--- src/rtl/fpu_host_if.sv ---
// fpu_host_if: byte-wide host bus front end (operand regs, command FIFO, result FIFO, status) for the FPU core.
// Latency: CMD write -> cmd_valid next cycle; result push -> cmd_end next cycle; host reads are combinational.
// Backpressure: cmd_ready=0 holds the command head; res_ready=0 while the result FIFO is full; a CMD write
// into a full command FIFO is dropped and flagged. Optional macro FPU_RES_AUTOPOP_EN: ending a read of the
// result MSB byte also pops the result head.

// sync_fifo: generic single-clock FIFO with extra-bit pointers.
// Latency: push visible at head/count the cycle after the edge; head is read combinationally.
// Backpressure: none inside; the caller only pushes when not full or when popping in the same cycle.
module sync_fifo #(
    parameter int W     = 8,
    parameter int DEPTH = 4
) (
    input  logic                   clk,
    input  logic                   arst_n,
    input  logic                   push,
    input  logic                   pop,
    input  logic [W-1:0]           wdata,
    output logic [W-1:0]           head,
    output logic [$clog2(DEPTH):0] count
);
    localparam int AW = $clog2(DEPTH);

    logic [W-1:0] mem [DEPTH];
    logic [AW:0]  wptr;
    logic [AW:0]  rptr;

    // storage and pointers; the pointer MSB distinguishes full from empty
    always_ff @(posedge clk or negedge arst_n) begin
        if (!arst_n) begin
            wptr <= '0;
            rptr <= '0;
            for (int i = 0; i < DEPTH; i++) begin
                mem[i] <= '0;
            end
        end else begin
            if (push) begin
                mem[wptr[AW-1:0]] <= wdata;
                wptr              <= wptr + 1'b1;
            end
            if (pop) begin
                rptr <= rptr + 1'b1;
            end
        end
    end

    assign head  = mem[rptr[AW-1:0]];
    assign count = wptr - rptr;
endmodule

module fpu_host_if #(
    parameter int WORD_BYTES = 4,
    parameter int CMD_DEPTH  = 4,
    parameter int RES_DEPTH  = 4,
    parameter int OPC_W      = 8,
    parameter int ADDR_W     = 4
) (
    input  logic                    clk,
    input  logic                    arst_n,
    input  logic [7:0]              databus_in,
    output logic [7:0]              databus_out,
    input  logic [ADDR_W-1:0]       addr,
    input  logic                    cs,
    input  logic                    rd,
    input  logic                    wr,
    input  logic                    end_ack,
    output logic                    cmd_end,
    output logic                    busy,
    output logic                    cmd_valid,
    input  logic                    cmd_ready,
    output logic [OPC_W-1:0]        cmd_opcode,
    output logic [8*WORD_BYTES-1:0] cmd_a,
    output logic [8*WORD_BYTES-1:0] cmd_b,
    input  logic                    res_valid,
    output logic                    res_ready,
    input  logic [8*WORD_BYTES-1:0] res_data
);
    localparam int N         = WORD_BYTES;
    localparam int W         = 8 * N;
    localparam int CMD_ADDR  = 2 * N;
    localparam int RES_LO    = 2 * N + 1;
    localparam int RES_HI    = 3 * N;
    localparam int STAT_ADDR = 3 * N + 1;
    localparam int CW        = OPC_W + 2 * W;
    localparam int CAW       = $clog2(CMD_DEPTH);
    localparam int RAW       = $clog2(RES_DEPTH);
    localparam int IMAX      = CMD_DEPTH + RES_DEPTH;
    localparam int IW        = $clog2(IMAX + 1);

    logic [1:0]    rst_sync;
    logic          rst_n;
    logic [31:0]   addr_w;
    logic          wr_q;
    logic          end_ack_q;
    logic          wr_evt;
    logic          wr_cmd;
    logic          wr_stat;
    logic          ack_rise;
    logic          auto_pop;
    logic [W-1:0]  opa;
    logic [W-1:0]  opb;
    logic [CW-1:0] cmd_wdata;
    logic [CW-1:0] cmd_head;
    logic [CAW:0]  cmd_count;
    logic          cmd_full;
    logic          cmd_empty;
    logic          cmd_push;
    logic          cmd_pop;
    logic [W-1:0]  res_head;
    logic [RAW:0]  res_count;
    logic          res_full;
    logic          res_empty;
    logic          res_push;
    logic          res_pop;
    logic [IW-1:0] inflight;
    logic          cmd_ovf;
    logic          res_rd_empty_err;
    logic          rd_res_empty;
    logic [31:0]   res_count_w;
    logic [3:0]    res_cnt_sat;
    logic [7:0]    status;

    // reset asserts immediately and is released two clocks later, in step with clk
    always_ff @(posedge clk or negedge arst_n) begin
        if (!arst_n) begin
            rst_sync <= 2'b00;
        end else begin
            rst_sync <= {rst_sync[0], 1'b1};
        end
    end
    assign rst_n = rst_sync[1];

    assign addr_w = 32'(addr);

    // strobe sampling for one-action-per-strobe edge detection
    always_ff @(posedge clk or negedge rst_n) begin
        if (!rst_n) begin
            wr_q      <= 1'b1;
            end_ack_q <= 1'b0;
        end else begin
            wr_q      <= wr;
            end_ack_q <= end_ack;
        end
    end

    assign wr_evt   = !cs && !wr && wr_q;
    assign wr_cmd   = wr_evt && (addr_w == 32'(CMD_ADDR));
    assign wr_stat  = wr_evt && (addr_w == 32'(STAT_ADDR));
    assign ack_rise = end_ack && !end_ack_q;

`ifdef FPU_RES_AUTOPOP_EN
    logic              rd_q;
    logic              cs_q;
    logic [ADDR_W-1:0] addr_q;

    // remember the read cycle so its rd deassertion can be tied to the result MSB address
    always_ff @(posedge clk or negedge rst_n) begin
        if (!rst_n) begin
            rd_q   <= 1'b1;
            cs_q   <= 1'b1;
            addr_q <= '0;
        end else begin
            rd_q   <= rd;
            cs_q   <= cs;
            addr_q <= addr;
        end
    end
    assign auto_pop = rd && !rd_q && !cs_q && (32'(addr_q) == 32'(RES_HI));
`else
    assign auto_pop = 1'b0;
`endif

    // operand byte registers; they keep their value across CMD writes so operands can be reused
    always_ff @(posedge clk or negedge rst_n) begin
        if (!rst_n) begin
            opa <= '0;
            opb <= '0;
        end else if (wr_evt) begin
            for (int i = 0; i < N; i++) begin
                if (addr_w == 32'(i)) begin
                    opa[8*i +: 8] <= databus_in;
                end
                if (addr_w == 32'(N + i)) begin
                    opb[8*i +: 8] <= databus_in;
                end
            end
        end
    end

    assign cmd_full  = (32'(cmd_count) == 32'(CMD_DEPTH));
    assign cmd_empty = (cmd_count == '0);
    assign cmd_valid = !cmd_empty;
    assign cmd_pop   = cmd_valid && cmd_ready;
    assign cmd_push  = wr_cmd && (!cmd_full || cmd_pop);
    assign cmd_wdata = {databus_in[OPC_W-1:0], opa, opb};
    assign {cmd_opcode, cmd_a, cmd_b} = cmd_head;

    sync_fifo #(.W(CW), .DEPTH(CMD_DEPTH)) u_cmd_fifo (
        .clk   (clk),
        .arst_n(rst_n),
        .push  (cmd_push),
        .pop   (cmd_pop),
        .wdata (cmd_wdata),
        .head  (cmd_head),
        .count (cmd_count)
    );

    assign res_full  = (32'(res_count) == 32'(RES_DEPTH));
    assign res_empty = (res_count == '0);
    assign res_pop   = (ack_rise || auto_pop) && !res_empty;
    assign res_ready = !res_full || res_pop;
    assign res_push  = res_valid && res_ready;
    assign cmd_end   = !res_empty;

    sync_fifo #(.W(W), .DEPTH(RES_DEPTH)) u_res_fifo (
        .clk   (clk),
        .arst_n(rst_n),
        .push  (res_push),
        .pop   (res_pop),
        .wdata (res_data),
        .head  (res_head),
        .count (res_count)
    );

    // commands handed to the core whose result has not come back yet
    always_ff @(posedge clk or negedge rst_n) begin
        if (!rst_n) begin
            inflight <= '0;
        end else if (cmd_pop && !res_push && (32'(inflight) != 32'(IMAX))) begin
            inflight <= inflight + 1'b1;
        end else if (res_push && !cmd_pop && (inflight != '0)) begin
            inflight <= inflight - 1'b1;
        end
    end

    assign busy = !cmd_empty || (inflight != '0);

    assign rd_res_empty = !cs && !rd && res_empty &&
                          (addr_w >= 32'(RES_LO)) && (addr_w <= 32'(RES_HI));

    // sticky error flags; host clears them by writing STATUS with the flag bit set
    always_ff @(posedge clk or negedge rst_n) begin
        if (!rst_n) begin
            cmd_ovf          <= 1'b0;
            res_rd_empty_err <= 1'b0;
        end else begin
            if (wr_cmd && cmd_full && !cmd_pop) begin
                cmd_ovf <= 1'b1;
            end else if (wr_stat && databus_in[2]) begin
                cmd_ovf <= 1'b0;
            end
            if (rd_res_empty) begin
                res_rd_empty_err <= 1'b1;
            end else if (wr_stat && databus_in[3]) begin
                res_rd_empty_err <= 1'b0;
            end
        end
    end

    assign res_count_w = 32'(res_count);
    assign res_cnt_sat = (res_count_w > 32'd15) ? 4'hF : res_count_w[3:0];
    assign status      = {res_cnt_sat, res_rd_empty_err, cmd_ovf, res_empty, cmd_full};

    // host read mux; reads have no side effects beyond the empty-read error flag
    always_comb begin
        databus_out = 8'h00;
        if (!cs && !rd) begin
            for (int i = 0; i < N; i++) begin
                if (addr_w == 32'(i)) begin
                    databus_out = opa[8*i +: 8];
                end
                if (addr_w == 32'(N + i)) begin
                    databus_out = opb[8*i +: 8];
                end
                if ((addr_w == 32'(RES_LO + i)) && !res_empty) begin
                    databus_out = res_head[8*i +: 8];
                end
            end
            if (addr_w == 32'(STAT_ADDR)) begin
                databus_out = status;
            end
        end
    end
endmodule

--- config.mk ---
export PLATFORM = sky130hd
export DESIGN_NAME = fpu_host_if
export DESIGN_NICKNAME = d
export VERILOG_FILES = /design/src/rtl/fpu_host_if.sv
export SDC_FILE = /design/constraint.sdc
export NUM_CORES = 1
export LEC_CHECK = 0
export ABC_CLOCK_PERIOD_IN_PS = 16280
export BUFFER_PORTS_ARGS = -buffer_cell sky130_fd_sc_hd__buf_2
export CAP_MARGIN = 20
export CORE_UTILIZATION = 55
export DETAILED_ROUTE_END_ITERATION = 10
export MAX_ROUTING_LAYER = met4
export PLACE_DENSITY_LB_ADDON = 0.12
export SETUP_SLACK_MARGIN = 0.3
export SLEW_MARGIN = 15
export SYNTH_ARGS = -nofsm -noshare
export SYNTH_HDL_FRONTEND = slang
export SYNTH_SLANG_ARGS = --single-unit
--- constraint.sdc ---
create_clock -name clk -period 16.28 [get_ports clk]
set_input_delay 3.256 -clock clk [delete_from_list [all_inputs] [get_ports clk]]
set_output_delay 3.256 -clock clk [all_outputs]
set_load 0.01 [all_outputs]
# Yosys cells after proc, flatten, opt, wreduce, memory -nomap -nowiden
# Index checks and enable logic that the tools add are counted.
[word_totals]
in_bits = 52
elab_cells = 151
ff_bits = 502
output_inout_bits = 84
[op_classes]
reduce_logical = 55
n_lt_le_gt_ge = 9
addsub = 8
eq_ne = 16
n_mux = 33
bitwise = 4
[op_table]
columns = ["operator", "n"]
rows = [
  ["$bwmux W288", 1],
  ["$mux W72", 3],
  ["$bmux W72 S2", 1],
  ["$demux W72 S2", 1],
  ["$bwmux W128", 1],
  ["$mux W8", 14],
  ["$mux W32", 3],
  ["$bmux W32 S2", 1],
  ["$demux W32 S2", 1],
  ["$logic_not A32 Y1", 1],
  ["$logic_and A1 B1 Y1", 27],
  ["$eq A4 B4 Y1 const B", 6],
  ["$eq A4 B3 Y1 const B", 4],
  ["$reduce_and A2 Y1", 8],
  ["$add A3 B1 Y3 const B", 4],
  ["$ge A3 B3 Y1 const B", 4],
  ["$mux W4", 3],
  ["$not A2 Y3", 4],
  ["$logic_not A1 Y1", 10],
  ["$eq A4 B2 Y1 const B", 2],
  ["$eq A3 B3 Y1 const B", 2],
  ["$logic_not A3 Y1", 2],
  ["$lt A3 B1 Y1 const B", 2],
  ["$reduce_bool A2 Y1", 3],
  ["11 further kinds", 17],
]

# Longest topological paths before layout
[logic_depth]
ltp_word = 16
mapped_depth = 17
depth_no_buf = 15

# Cells and area by module
# From an unflattened synthesis, not the netlist that was laid out.
[hier_totals]
hier_cells = 1464
area_unflattened_um2 = 23378.7
[by_module_without_submodules]
columns = ["mod", "seq_area_each_um2", "instances", "cells_each", "area_per_inst_um2"]
rows = [
  ["sync_fifo (u_cmd_fifo)", 7357.1, 1, 724, 13226.4],
  ["sync_fifo (u_res_fifo)", 3353.2, 1, 340, 5990.7],
  ["fpu_host_if", 1853.0, 1, 400, 4161.5],
]

# Least setup slack after synthesis
# No wires, ideal clock.
[synth_path]
path_kind = "input -> output"
startpoint = "in addr[2]"
endpoint = "out databus_out[1]"
n_path_buf = 2
setup_slack_ns = 8.313
required_ns = 13.024
stages = 7
arrival_time_ns = 4.711
cell_sequence = "clkbuf_1 > nand2b_1 > a21oi_1 > clkbuf_1 > a32o_1 > a221oi_1 > nor4_1"
[synth_between]
elab_chain_cells = 15
[synth_lines]
columns = ["item", "line_no", "source"]
rows = [
  ["from (decl)", "62", "input logic [ADDR_W-1:0] addr,"],
  ["$logic_not A32 Y1", "269", "if (addr_w == 32'(i)) begin"],
  ["$mux W8", "269", ""],
  ["$mux W8", "272", "if (addr_w == 32'(N + i)) begin"],
  ["$mux W8", "275", "if ((addr_w == 32'(RES_LO + i)) && !res_empty) begin"],
  ["$mux W8", "269", ""],
  ["$mux W8", "272", ""],
  ["$mux W8", "275", ""],
  ["$mux W8", "269", ""],
  ["$mux W8", "272", ""],
  ["$mux W8", "275", ""],
  ["$mux W8", "269", ""],
  ["$mux W8", "272", ""],
  ["$mux W8", "275", ""],
  ["$mux W8 *", "279", "if (addr_w == 32'(STAT_ADDR)) begin"],
  ["$mux W8 *", "267", "if (!cs && !rd) begin"],
  ["to (decl)", "61", "output logic [7:0] databus_out,"],
]
# Every way passes the cells marked *; elsewhere a longest branch is shown, timed or not.

# Worst setup path in the final report
[layout_path]
startpoint = "in addr[0]"
endpoint = "out databus_out[4]"
# The elaborated chain is that of the path after synthesis.

==> results.yml <==
route:
  num_vias: 13100
  wl_um: 53900
  viasPerCell: 6.09
  met3WireLength_um: 2280
  wl_met1_um: 23700
  wl_per_cell_um: 25.1
  detail_route.first_pass.iterations: 6
  dr_wl_met2_um: 26400
  highest_layer: "met4"
  postRouteAntennaNets: 0
  drtIter0Drc: 915
  drcViolationCount: 0
status:
  status: "finished clean"
cts:
  cts_max_path_buffers: 3
  cts_sinks: 502
  cts_hold_buf: 0
  cts_tree: "yes"
  post_cts_resized: 0
  numCtsBuffers: 53
  htree_levels: 2
  post-cts-setup-buffers: 0
  cts_root_buffer: "clkbuf_16"
  clkTransAtPathRegs_ns: 0.05
  clock_latency_ns: 0.59
final_layout:
  final_nets: 1644
  final_common_cell: "dfrtp_1"
  final_cell_mix: "dfrtp_1 (497), mux2_2 (450), buf_2 (135)"
  area_delta_synth_final_pct: 11.8
  drive_gt1_share_pct: 49.9
  utilization_pct: 62.4
setup_path:
  crit_path_start_kind: "input pin"
  crit_required_ns: 13.02
  endpoint: "databus_out[4]"
  timing.rr.end: "u_cmd_fifo.mem[286]$_DFFE_PN0P_"
  path_max_fanout: 32
  criticalPathCategory: "in -> out"
  cp-startpoint: "addr[0]"
  rr_startpoint: "u_cmd_fifo.rptr[0]$_DFFE_PN0P_"
  regToRegSetupSlack_ns: 12.14
  crit_arrival_ns: 6.05
  crit_path_end_kind: "primary output"
  r2r_cells: 8
grt:
  track_usage_pct: 27.3
  grt_pass1_vias: 13600
  grt_start_max_net_pins: 188
  overflow: 0
  grt_antenna_before_repair: 3
  grt_pass1_wl_um: 82900
die:
  num_rows: 74
  core-area_sq_mm: 0.0408
  ios: 136
  die_h_um: 206
  die-area_sq_mm: 0.0423
  initial_core_util_pct: 55.8
  die-width_um: 206
sta:
  max_slew_margin_pct: 25.9
  fmax_mhz: 107
  rsz0062_at_grt: "no"
  slew_violations: 0
  tightestPinTransition_ns: 1.11
  hold_violations: 0
  fin_crit_ns: 9.31
  hold_ws_ns: 0.349
  finalSetupViolCount: 0
  post-route-period-util_pct: 57.2
  fin_skew_ns: 0.00790
  tns_ns: 0
pwr:
  peakVddDrop_uv: 136
  p_leak_nw: 12.3
  cellPowerDensity_mw_per_mm2: 152
logic_synthesis:
  synth-seq-area-share_pct: 55.1
  synth.avg_cell_area_sq_um: 15.6
  ys.flop_type: "dfrtp_1"
  synth_edf_count: 0
  yosys_warnings: 0
  synth.distinct_cells: 63
  syn-num-nets: 1531
  syn-cell-area_sq_mm: 0.0228
  syn_inst: 1461
  ys_async_sr_fraction_pct: 100
  ys_ff_latch: 502
min_path:
  hp-class: "reg -> reg"
run:
  cap_violations: 0
placed_design:
  place.gp.congestion: 0.948
  dpl.hpwl_um: 35300
  portBuffers: 135
## state kept, by name (all words and copies together) (netlist names), 4 cells and up
register / count
u_cmd_fifo.mem: 288
opb: 32
inflight: 4
opa: 32
u_res_fifo.mem: 128
## where the power goes
part | internal [mW] | switching, mW | total [mW]
clock | 0.711 | 0.486 | 1.20
sequential | 1.47 | 0.199 | 1.67
combinational | 0.517 | 0.491 | 1.01
## cells in the mapped netlist (3+ instances only)
cell type    n  area (sq um)
o21ai_0     37           185
ha_1        16           200
nand3_1      9          45.0
a21oi_1      9          45.0
a221oi_1     6          52.6
dfrtp_1    501         12500
buf_4       38           285
nor2b_1      7          43.8
nand2b_1     5          31.3
mux2i_1     15           150
nor3_1      11          55.1
o21a_1       4          30.0
a32o_1       5          50.1
a32oi_1      4          35.0
nand2_1     27           101
o211ai_1     4          30.0
nand2_2      4          25.0
xnor2_1     11          96.3
buf_6        4          45.0
buf_2        5          25.0
o22ai_1      9          56.3
mux2_1      34           383
buf_1       15          56.3
clkbuf_1    28           105
nand3b_1     3          22.5
a22oi_1      7          52.6
inv_1        9          33.8
mux2_2     450          5070
nand2_4      4          45.0
a22o_1       4          35.0
mux4_2     104          2340
nor2_1      32           120
## worst min path at each step
stage | from | endpoint | slack, ns | cells past startpoint
after global placement | rst_sync[0]$_DFF_PN0_ | rst_sync[1]$_DFF_PN0_ | 0.34 | 0
after CTS | rst_sync[0]$_DFF_PN0_ | rst_sync[1]$_DFF_PN0_ | 0.35 | 0
final | rst_sync[0]$_DFF_PN0_ | rst_sync[1]$_DFF_PN0_ | 0.35 | 0
after floorplan | rst_sync[0]$_DFF_PN0_ | rst_sync[1]$_DFF_PN0_ | 0.33 | 0
after global routing | rst_sync[0]$_DFF_PN0_ | rst_sync[1]$_DFF_PN0_ | 0.38 | 0
after detailed placement | rst_sync[0]$_DFF_PN0_ | rst_sync[1]$_DFF_PN0_ | 0.34 | 0
## final cells by class
type                       instances  area (sq um)
clock inverter                    17           194
multi-input combinational        858          9670
timing repair buffer             148           798
clock buffer                      78          1530
inverter                          11          41.3
sequential                       502         12600
tap                              532           666
antenna                            3          7.51
fill                            3082         15300
## worst max-delay path: stages
cell	delay (ns)
buf_2	0.47
nor2b_1	0.81
nand2_1	0.32
o22ai_1	0.37
a221oi_1	0.12
o22a_1	0.26
a21oi_1	0.25
buf_2	0.19
## metrics by stage
stage | total power, mW | area (sq um) | setup WS [ns] | cells
floorplan | 2.39 | 22800 | 1.25 | 1461
global placement | 2.69 | 23800 | 7.04 | 2051
detailed placement | 2.72 | 23800 | 7.12 | 2051
CTS | 3.92 | 25500 | 7.11 | 2146
global route | 4.06 | 25500 | 6.79 | 2149
finish | 3.88 | 25500 | 6.97 | 2149
## routing by layer
layer | vias up | GRT usage [%]
met1 | 7014 | 37.0
met2 | 292 | 42.6
met4 | 0 | 9.05
met5 | - | -
li1 | 5691 | -
met3 | 96 | 4.01
## cells by family after synthesis
kind of cell               synth area share (%)
AOI/OAI and AO/OA                          3.12
buffers and inverters                      2.45
adders and majority gates                  1.05
xor gates and xnor gates                  0.774
other                                    0.0165
and+or+nand+nor                            2.49
muxes                                      35.0
DFF                                        55.1
No activity file was read; power rests on OpenSTA's default activity.
